<file path="src/rtl/xc_mmul_unit.sv">
// ---------------------------------------------------------------------------
// xc_mmul_unit
//
// Multi-cycle unsigned multiply-accumulate for the wide xc.mmul.3 instruction:
//   {rd_hi, rd_lo} = rs1 * rs2 + rs3
// Iterative shift-add engine. It retires BITS_PER_CYCLE multiplier bits per
// step, so an operation takes N = XLEN / BITS_PER_CYCLE steps. The latency is
// fixed: there is no early exit on zero operands.
//
// Parameters
//   XLEN            operand width (only 32 is supported)
//   BITS_PER_CYCLE  multiplier bits per step: 1, 2, 4 or 8
//
// Ports
//   g_clk       core clock; all state changes on the rising edge
//   g_reset     synchronous reset, active-high; has priority over flush
//   flush       pipeline flush; aborts the operation in any state
//   req_valid   request operands are valid
//   req_ready   unit can accept a request (IDLE only)
//   req_rs1     multiplicand, unsigned
//   req_rs2     multiplier, unsigned
//   req_rs3     addend, unsigned, zero-extended to 2*XLEN
//   rsp_valid   result valid (DONE only)
//   rsp_ready   writeback accepts the result
//   rsp_rd_lo   result[XLEN-1:0]
//   rsp_rd_hi   result[2*XLEN-1:XLEN]
//   busy        operation in flight or result pending (BUSY or DONE)
// ---------------------------------------------------------------------------
module xc_mmul_unit #(
  parameter int XLEN           = 32,
  parameter int BITS_PER_CYCLE = 1
) (
  input  logic            g_clk,
  input  logic            g_reset,
  input  logic            flush,
  input  logic            req_valid,
  output logic            req_ready,
  input  logic [XLEN-1:0] req_rs1,
  input  logic [XLEN-1:0] req_rs2,
  input  logic [XLEN-1:0] req_rs3,
  output logic            rsp_valid,
  input  logic            rsp_ready,
  output logic [XLEN-1:0] rsp_rd_lo,
  output logic [XLEN-1:0] rsp_rd_hi,
  output logic            busy
);

  localparam int N  = XLEN / BITS_PER_CYCLE;
  localparam int CW = (N > 1) ? $clog2(N) : 1;

  typedef enum logic [1:0] {
    S_IDLE = 2'd0,
    S_BUSY = 2'd1,
    S_DONE = 2'd2
  } state_t;

  state_t              r_state;
  state_t              w_state_nxt;

  logic [2*XLEN-1:0]   r_mcand;   // multiplicand, shifted left each step
  logic [XLEN-1:0]     r_mplier;  // multiplier shadow, shifted right each step
  logic [2*XLEN-1:0]   r_acc;     // running product + addend
  logic [CW-1:0]       r_cnt;     // completed steps
  logic [XLEN-1:0]     r_rd_lo;
  logic [XLEN-1:0]     r_rd_hi;

  logic                w_accept;
  logic                w_step;
  logic                w_last;
  logic [2*XLEN-1:0]   w_pp;
  logic [2*XLEN-1:0]   w_acc_nxt;

  // -------------------------------------------------------------------------
  // Next-state and handshake outputs
  // -------------------------------------------------------------------------
  always_comb begin
    w_state_nxt = r_state;
    w_accept    = 1'b0;
    w_step      = 1'b0;
    w_last      = 1'b0;
    req_ready   = 1'b0;
    rsp_valid   = 1'b0;
    busy        = 1'b0;

    case (r_state)
      S_IDLE: begin
        req_ready = 1'b1;
        if (req_valid && !flush) begin
          w_accept    = 1'b1;
          w_state_nxt = S_BUSY;
        end
      end

      S_BUSY: begin
        busy = 1'b1;
        if (flush) begin
          w_state_nxt = S_IDLE;
        end else begin
          w_step = 1'b1;
          if (r_cnt == CW'(N - 1)) begin
            w_last      = 1'b1;
            w_state_nxt = S_DONE;
          end
        end
      end

      S_DONE: begin
        busy      = 1'b1;
        rsp_valid = 1'b1;
        // A flush coinciding with rsp_ready still completes the handshake;
        // either way the result leaves DONE and is never shown again.
        if (flush || rsp_ready) begin
          w_state_nxt = S_IDLE;
        end
      end

      default: begin
        w_state_nxt = S_IDLE;
      end
    endcase
  end

  // -------------------------------------------------------------------------
  // Partial product for one step: sum of the shifted multiplicand copies
  // selected by the low BITS_PER_CYCLE multiplier bits, modulo 2^(2*XLEN).
  // -------------------------------------------------------------------------
  always_comb begin
    w_pp = '0;
    for (int unsigned i = 0; i < BITS_PER_CYCLE; i++) begin
      if (r_mplier[i]) begin
        w_pp = w_pp + (r_mcand << i);
      end
    end
    w_acc_nxt = r_acc + w_pp;
  end

  // -------------------------------------------------------------------------
  // State and datapath registers
  // -------------------------------------------------------------------------
  always_ff @(posedge g_clk) begin
    if (g_reset) begin
      r_state  <= S_IDLE;
      r_mcand  <= '0;
      r_mplier <= '0;
      r_acc    <= '0;
      r_cnt    <= '0;
      r_rd_lo  <= '0;
      r_rd_hi  <= '0;
    end else begin
      r_state <= w_state_nxt;

      if (w_accept) begin
        r_mcand  <= {{XLEN{1'b0}}, req_rs1};
        r_mplier <= req_rs2;
        r_acc    <= {{XLEN{1'b0}}, req_rs3};
        r_cnt    <= '0;
      end else if (w_step) begin
        r_acc    <= w_acc_nxt;
        r_mcand  <= r_mcand << BITS_PER_CYCLE;
        r_mplier <= r_mplier >> BITS_PER_CYCLE;
        r_cnt    <= r_cnt + 1'b1;
      end

      // Result registers load only on the final step, so they keep the
      // last result while the accumulator is reused by the next operation.
      if (w_last) begin
        r_rd_lo <= w_acc_nxt[XLEN-1:0];
        r_rd_hi <= w_acc_nxt[2*XLEN-1:XLEN];
      end
    end
  end

  assign rsp_rd_lo = r_rd_lo;
  assign rsp_rd_hi = r_rd_hi;

endmodule

</file>
<file path="config.mk">
export PLATFORM = sky130hd
export DESIGN_NAME = xc_mmul_unit
export DESIGN_NICKNAME = d
export VERILOG_FILES = /design/src/rtl/xc_mmul_unit.sv
export SDC_FILE = /design/constraint.sdc
export NUM_CORES = 1
export LEC_CHECK = 0
export CORE_ASPECT_RATIO = 2
export CORE_MARGIN = 2
export CORE_UTILIZATION = 50
export CTS_BUF_LIST = sky130_fd_sc_hd__clkbuf_4 sky130_fd_sc_hd__clkbuf_8 sky130_fd_sc_hd__clkbuf_16
export DETAILED_ROUTE_END_ITERATION = 8
export PLACE_DENSITY_LB_ADDON = 0.1
export SETUP_SLACK_MARGIN = 0.5
export SYNTH_ARGS = -nofsm -noshare
export SYNTH_HDL_FRONTEND = slang
export SYNTH_SLANG_ARGS = --single-unit
</file>
<file path="constraint.sdc">
create_clock -name g_clk -period 6.7 [get_ports g_clk]
set_clock_uncertainty 0.2 [all_clocks]
set_input_delay 2.01 -clock g_clk [delete_from_list [all_inputs] [get_ports g_clk]]
set_output_delay 2.01 -clock g_clk [all_outputs]
set_load 0.005 [all_outputs]
</file>
# After elaboration in Yosys (flattened, before gate mapping)
# Index checks and enable logic that the tools add are counted.
# op_classes
add_sub_neg	2
eq_ne	6
muxes	22
n_reduce_logical	8
# op_table
operator	n
$mux 32	6
$add 64x64->64	1
$mux 64	1
$mux 1	10
$mux 2	4
$pmux 2 s3	1
$add 5x1->5 const B	1
$eq 5x5->1 const B	1
$ne 2x2->1 const B	2
$reduce_or 2->1	2
$ne 3x3->1 const B	1
$reduce_and 3->1	1
$eq 2x1->1 const B	1
$eq 2x2->1 const B	1
$logic_not 2->1	1
$reduce_bool 2->1	1
$logic_and 1x1->1	1
$logic_not 1->1	1
$logic_or 1x1->1	1
# totals
register_bits	231
in_bits	101
wordCells	47

# Longest topological paths before layout
# Gate-level depths: netlist (run 1).
# depth
ltp_word	5
ltp_mapped	15

# Worst setup path before layout (run 1)
# Ideal clock, no wire load.
# synth_timing
kind	register to register
start	reg r_mplier[0]
end	reg r_rd_hi[10] (netlist: rsp_rd_hi[10])
setup_ns	0.122
t_arrival_ns	3.234
required_time_ns	6.378
path_slack_ns	3.144
path_stages_with_launch	16
period_less_slack_ns	3.556
cell_sequence	dfxtp_1 > clkbuf_1 > clkbuf_1 > and2_1 > ha_1 > fa_1 > a21oi_1 > o21ai_0 > a21oi_1 > a211oi_1 > o21ai_1 > nand2_1 > a31oi_1 > o21ai_0 > and4_1 > a311o_1
# synth_between
elab_chain_cells	2
# synth_lines
element	line_no	source
start: declaration	61	logic [XLEN-1:0] r_mplier;
start signal: assignment	154	r_mplier <= req_rs2;
start signal: assignment	160	r_mplier <= r_mplier >> BITS_PER_CYCLE;
$mux 64	130	if (r_mplier[i]) begin
$add 64x64->64	134	w_acc_nxt = r_acc + w_pp;
end signal: assignment	168	r_rd_hi <= w_acc_nxt[2*XLEN-1:XLEN];
end: declaration	65	logic [XLEN-1:0] r_rd_hi;
# Every way passes these cells.
# A chain may end at the register's enable or synchronous reset.

# Worst setup path in the final report (run 1)
# layout_timing
start	reg r_mplier[0]
end	reg r_rd_hi[28] (netlist: rsp_rd_hi[28])
# The elaborated chain is that of the path after synthesis.

==> impl_metrics.tcl, run 1 <==
set metrics [dict create \
    relSlewSlack_pct 40.5 \
    synth-seq-area-share_pct 35.4 \
    dp.final_hpwl_microns 29800 \
    post-place-ws_ns 1.77 \
    finalHoldViolations 0 \
    avgSynthCellArea_sq_um 7.45 \
    crit_arrival_ns 4.91 \
    vias 12700 \
    crit_path_end_kind "flip-flop" \
    ys_ff_latch 231 \
    rsz0062_at_grt "no" \
    grt_first_pass_wirelength_microns 64200 \
    powerDensity_nw_per_um2 197 \
    grt_pass1_vias 12500 \
    final_common_cell "nand2_1" \
    tritoncts.num_buffers 22 \
    seqCellArea_sq_um 4620 \
    core_region_area_sq_um 25700 \
    die_h_microns 233 \
    async_flop_share_pct 0 \
    crit_path_max_fanout 38 \
    required_ns 6.90 \
    grt.total_usage_pct 28.7 \
    grt_overflow 0 \
    power_frac_clock_pct 41.0 \
    antenna_left 0 \
    cts_resized 0 \
    diodes 0 \
    dieArea_sq_um 27600 \
    worst_slew_pin_slew_ns 0.892 \
    syn_inst 1756 \
    ios 168 \
    fp-row-count 83 \
    cts_root_buf "clkbuf_16" \
    dr.first_iter.drc_count 698 \
    cpPeakStageDelay_ns 0.82 \
    yosys_warnings 0 \
    antenna_found_initial 0 \
    peakVddDrop_mv 0.245 \
    cts_setup_buffers 0 \
    internal-power_w 0.00226 \
    wl_microns 40600 \
    area_growth_pct 18.6 \
    switchingPower_w 0.000797 \
    start_kind "flip-flop" \
    fin_setup_tns_ns 0 \
    fin_crit_sh_pct 70.3 \
    cp-startpoint "r_mplier[0]$_SDFFE_PP0P_" \
    synth-edff-count 0 \
    synth.distinct_cells 69 \
    fmax_ghz 0.212 \
    portBuffers 167 \
    syn_nets 1926 \
    r2r_start "r_mplier[0]$_SDFFE_PP0P_" \
    fp.dieW_microns 118 \
    setup_slack_ns 1.99 \
    cpMaxStageDelayCell "dfxtp_1" \
    hp-class "reg -> reg" \
    final_cell_mix "nand2_1 (397), dfxtp_1 (231), a21oi_1 (190)" \
    drc 0 \
    first_pass_iters 5 \
    grt_max_degree 92 \
    power_leakage_nw 5.63 \
    start_util_pct 51.0 \
    finalCriticalPeriod_ns 4.71 \
    drv_cap 0 \
    viasPerCell 5.84 \
    hold_start "rsp_rd_lo[27]$_SDFFE_PP0P_" \
    wl_per_cell_microns 18.6 \
    pwr-share-comb_pct 11.2 \
    setup_viol 0 \
    netlist_area_sq_um 13100 \
    synth_top_flop_cell "dfxtp_1" \
    clk_latency_ns 0.53 \
    drive_gt1_share_pct 4.29 \
    cts_tree "yes" \
    fillers 2496 \
    multi_input_area_sq_um 7880 \
    place_congestion 0.916 \
    switching_share_pct 26.0 \
    path_cells "buf_4 > and2_1 > ha_1 > nand2_1 > o21ai_0 > a21oi_1 > o21ai_0 > o21ai_0 > nor4b_2 > o21ai_1 > o21ai_1 > xnor2_1 > o21ai_0" \
    clkTransAtPathRegs_ns 0.07 \
    outcome "completed" \
    htreeDepth 1 \
    slew_viol_final 0 \
    nets 1999 \
    cts.sinks 231 \
    cp_common_cell "o21ai_0" \
    holdBufCountCts 0 \
    p_seq_share_pct 47.8 \
    cts_buffer_depth 3 \
    critPathKind "reg -> reg" \
]
worst max-delay path, delay by kind of cell (launching register included):
kind	cells	cell delay, ns
xor+xnor	1	0.18
compound gates	7	1.86
fa+ha+maj	1	0.24
simple gates	3	0.79
flops	1	0.82
buf+inv	1	0.49
stage by stage:
step	util, %	instances	power (W)	instance area (sq um)	hold WS (ns)
final	60.5	2181	0.00306	15500	0.255
after global routing	60.5	2181	0.00316	15500	0.273
after CTS	60.5	2181	0.00308	15500	0.255
after detailed placement	57.8	2145	0.00183	14800	0.245
after global placement	57.8	2145	0.00183	14800	0.243
after floorplan	-	1756	0.00169	13100	0.232
flip-flops by register name, summed over array words and instances (netlist names):
| name | cells |
|---|---|
| r_acc | 64 |
| r_mcand | 64 |
| r_mplier | 32 |
| rsp_rd_hi | 32 |
| rsp_rd_lo | 32 |
| r_cnt | 5 |
| r_state | 2 |
logic make-up after synthesis:
group,Yosys count,share of synthesized area (%)
XOR/XNOR,58,3.88
AND/OR/NAND/NOR,756,25.3
flip-flops,231,35.4
AO/OA/AOI/OAI,479,23.7
buffers and inverters,156,4.60
multiplexers,7,0.536
adder cells (fa/ha/maj),69,6.66
power by group through the flow:
stage	Sequential, W	Clock (W)	Combinational (W)
6_report	0.00146	0.00125	0.000344
5_1_grt	0.00147	0.00131	0.000378
4_1_cts	0.00146	0.00128	0.000345
3_5_place_dp	0.00149	0	0.000343
3_3_place_gp	0.00149	0	0.000339
2_1_floorplan	0.00147	0	0.000217
synth_stat cells, types with 2 or more instances:
library cell | instances | area (sq um)
a311oi_1 | 76 | 666
o31ai_1 | 2 | 15.0
a22o_1 | 2 | 17.5
a21oi_2 | 4 | 35.0
a211oi_1 | 29 | 218
o211ai_1 | 10 | 75.1
a221oi_1 | 3 | 26.3
nand4_1 | 27 | 169
o21bai_1 | 18 | 135
nor3_1 | 17 | 85.1
a21oi_1 | 190 | 951
a21boi_0 | 5 | 37.5
nand3b_1 | 2 | 15.0
and2_1 | 68 | 425
nand2_1 | 399 | 1500
a31oi_1 | 5 | 31.3
o21a_1 | 12 | 90.1
o21ai_2 | 2 | 17.5
buf_2 | 12 | 60.1
a21o_1 | 23 | 173
nand3_1 | 41 | 205
dfxtp_1 | 231 | 4620
and3_1 | 4 | 25.0
mux2i_1 | 7 | 70.1
inv_1 | 22 | 82.6
buf_1 | 8 | 30.0
clkbuf_1 | 112 | 420
nand2b_1 | 6 | 37.5
o21ai_0 | 68 | 340
nor4_1 | 4 | 25.0
nor2_1 | 155 | 582
a31o_2 | 2 | 17.5
nor2b_1 | 8 | 50.1
xor2_1 | 17 | 149
or3_1 | 9 | 56.3
xnor2_1 | 41 | 359
a32oi_1 | 5 | 43.8
or4_1 | 4 | 30.0
ha_1 | 68 | 851
o221a_2 | 2 | 22.5
o21ai_1 | 6 | 30.0
a311o_1 | 3 | 30.0
layer usage:
layer	track usage, %	share of wire, %
met5	0	0
met4	13.5	4.8
met3	2.57	3.5
met2	57.1	54
met1	29.5	37
cell type report:
| type | count | area share (%) |
|---|---|---|
| Clock inverter | 9 | 0.500 |
| Clock buffer | 27 | 4.02 |
| Multi-Input combinational cell | 1369 | 50.8 |
| Timing Repair Buffer | 182 | 11.6 |
| Inverter | 23 | 0.556 |
| Sequential cell | 231 | 29.8 |
| Tap cell | 340 | 2.74 |
worst paths after layout:
check                           slack (ns)  cells after the start                         end
worst max register to register        1.99                     13  rsp_rd_hi[28]$_SDFFE_PP0P_
worst min register to register        0.26                      2  rsp_rd_lo[27]$_SDFFE_PP0P_
worst max-delay path                  1.99                     13  rsp_rd_hi[28]$_SDFFE_PP0P_
worst min-delay path                  0.26                      2  rsp_rd_lo[27]$_SDFFE_PP0P_
No activity file was read; power rests on OpenSTA's default activity.
==> inputs of run 2 (changes only) <==
- clock period: 6.7 -> 4.4 ns (I/O delays scaled with it)
==> run 2 against run 1 <==
  * First-iteration DRC count increased by 9.5%
  * Global-route usage is 0.94 points higher
  * Clock power up 65%
  * Combinational power grew 63%
  * Sequential cell count is the same
  * Via count increased by 1.7%
  * Sequential share of layout area fell by 0.86 points
  * Utilization increased by 1.8 points
  * Final cell count increased by 1.8%
  * Register-to-register slack got worse by 1.4 ns
  * Critical path type unchanged
==> impl_metrics.tcl, run 2 (same netlist as run 1, synthesis figures left out) <==
set metrics [dict create \
    power_leakage_nw 5.88 \
    cts.sinks 231 \
    finalCriticalPeriod_ns 3.78 \
    grt_overflow 0 \
    vias 13000 \
    grt_max_degree 175 \
    worst_slew_pin_slew_ns 0.797 \
    powerDensity_nw_per_um2 303 \
    fin_util_pct 62.3 \
    cts_buffer_depth 3 \
    antenna_found_initial 0 \
    rsz0062_at_grt "yes" \
    area_growth_pct 22.1 \
    viasPerCell 5.83 \
    antenna_left 0 \
    required_ns 4.62 \
    nets 2034 \
    start_util_pct 51.0 \
    wl_microns 41600 \
    pwr-share-comb_pct 11.6 \
    outcome "completed" \
    drive_gt1_share_pct 6.81 \
    wl_per_cell_microns 18.8 \
    fmax_ghz 0.265 \
    setup_viol 0 \
    fin_crit_sh_pct 85.9 \
    hp-class "reg -> reg" \
    final_cell_mix "nand2_1 (397), dfxtp_1 (231), a21oi_1 (188)" \
    final_common_cell "nand2_1" \
    portBuffers 167 \
    power_frac_clock_pct 42.5 \
    cts_tree "yes" \
    clkTransAtPathRegs_ns 0.07 \
    core_region_area_sq_um 25700 \
    ios 168 \
    hold_depth 2 \
    relSlewSlack_pct 46.9 \
    internal-power_w 0.00358 \
    clk_latency_ns 0.54 \
    start_kind "flip-flop" \
    die_h_microns 233 \
    post-place-ws_ns 0.468 \
    switching_share_pct 26.1 \
    grt_pass1_vias 12800 \
    crit_arrival_ns 4.00 \
    crit_path_max_fanout 4 \
    drc 0 \
    slew_viol_final 0 \
    tritoncts.num_buffers 22 \
    crit_path_end_kind "flip-flop" \
    dieArea_sq_um 27600 \
    finalHoldViolations 0 \
    fin_setup_tns_ns 0 \
    peakVddDrop_mv 0.326 \
    p_seq_share_pct 45.9 \
    critPathKind "reg -> reg" \
    diodes 0 \
    fp.dieW_microns 118 \
    grt.total_usage_pct 29.6 \
    drv_cap 0 \
    setup_slack_ns 0.621 \
    place_congestion 0.986 \
    switchingPower_w 0.00126 \
    top_regs "r_acc: 64 flops, r_mcand: 64 flops" \
    fp-row-count 83 \
    grt_first_pass_wirelength_microns 66100 \
    dr.first_iter.drc_count 764 \
    ff2ff_path_depth 13 \
    cts_root_buf "clkbuf_16" \
    first_pass_iters 5 \
    dp.final_hpwl_microns 30500 \
    htreeDepth 1 \
]
==> run 2: per-layer routing <==
layer	routed length, microns	share of wire [%]	vias up	GRT usage (%)
met3	1550	3.7	115	3.11
met1	15200	37	6138	30.3
met2	22700	55	339	58.1
met4	2130	5.1	0	15.4
met5	0	0	-	0
li1	-	-	6358	-
==> run 2: power groups by stage <==
stage                     Combinational [W]  Clock, W  Sequential, W
after CTS                          0.000560   0.00209        0.00222
after global placement             0.000550         0        0.00227
after floorplan                    0.000330         0        0.00224
after global routing               0.000612   0.00217        0.00223
after detailed placement           0.000557         0        0.00227
final                              0.000560   0.00206        0.00222
==> run 2: per-stage QoR <==
step | cell area (sq um) | cells | hold slack, ns | total power (W)
after detailed placement | 15100 | 2179 | 0.248 | 0.00282
after CTS | 15900 | 2219 | 0.259 | 0.00487
final | 16000 | 2220 | 0.258 | 0.00484
after global placement | 15100 | 2179 | 0.244 | 0.00282
after global routing | 16000 | 2220 | 0.275 | 0.00501
after floorplan | 13100 | 1756 | 0.232 | 0.00258
==> run 2: worst paths after layout <==
path,to,from,slack [ns]
max,rsp_rd_hi[10]$_SDFFE_PP0P_,r_mplier[0]$_SDFFE_PP0P_,0.62
min,r_acc[56]$_SDFFE_PP0P_,r_acc[56]$_SDFFE_PP0P_,0.26
max reg2reg,rsp_rd_hi[10]$_SDFFE_PP0P_,r_mplier[0]$_SDFFE_PP0P_,0.62
min reg2reg,r_acc[56]$_SDFFE_PP0P_,r_acc[56]$_SDFFE_PP0P_,0.26
==> run 2: what timing repair did <==
| item | in CTS | in global routing |
|---|---|---|
| resized for setup | 2 | 16 |
| hold buffers | 0 | 0 |
| endpoints found under the hold margin | 0 | 0 |
| pin swaps | 0 | 1 |
| buffers inserted | 0 | 1 |
| endpoints found under the setup margin | 3 | 27 |
==> run 2: layout make-up <==
| class | count | area, sq um |
|---|---|---|
| well taps | 340 | 425 |
| inverters | 23 | 86.3 |
| fillers | 2390 | 9670 |
| multi-input cells | 1369 | 7940 |
| flip-flops and latches | 231 | 4620 |
| clock buffers | 28 | 614 |
| clock inverters | 12 | 156 |
| repair buffers | 217 | 2130 |
==> run 2: worst max-delay path, cell delays in order, from the launching register on <==
cell      delay (ns)
dfxtp_1         0.35
and2_1          0.15
ha_1            0.22
fa_1            0.42
a21oi_1         0.20
o21ai_0         0.14
a21oi_2         0.30
a211oi_1        0.14
o21ai_1         0.29
nand2_1         0.20
a31oi_2         0.28
o21ai_0         0.19
and4_1          0.24
a311o_1         0.32
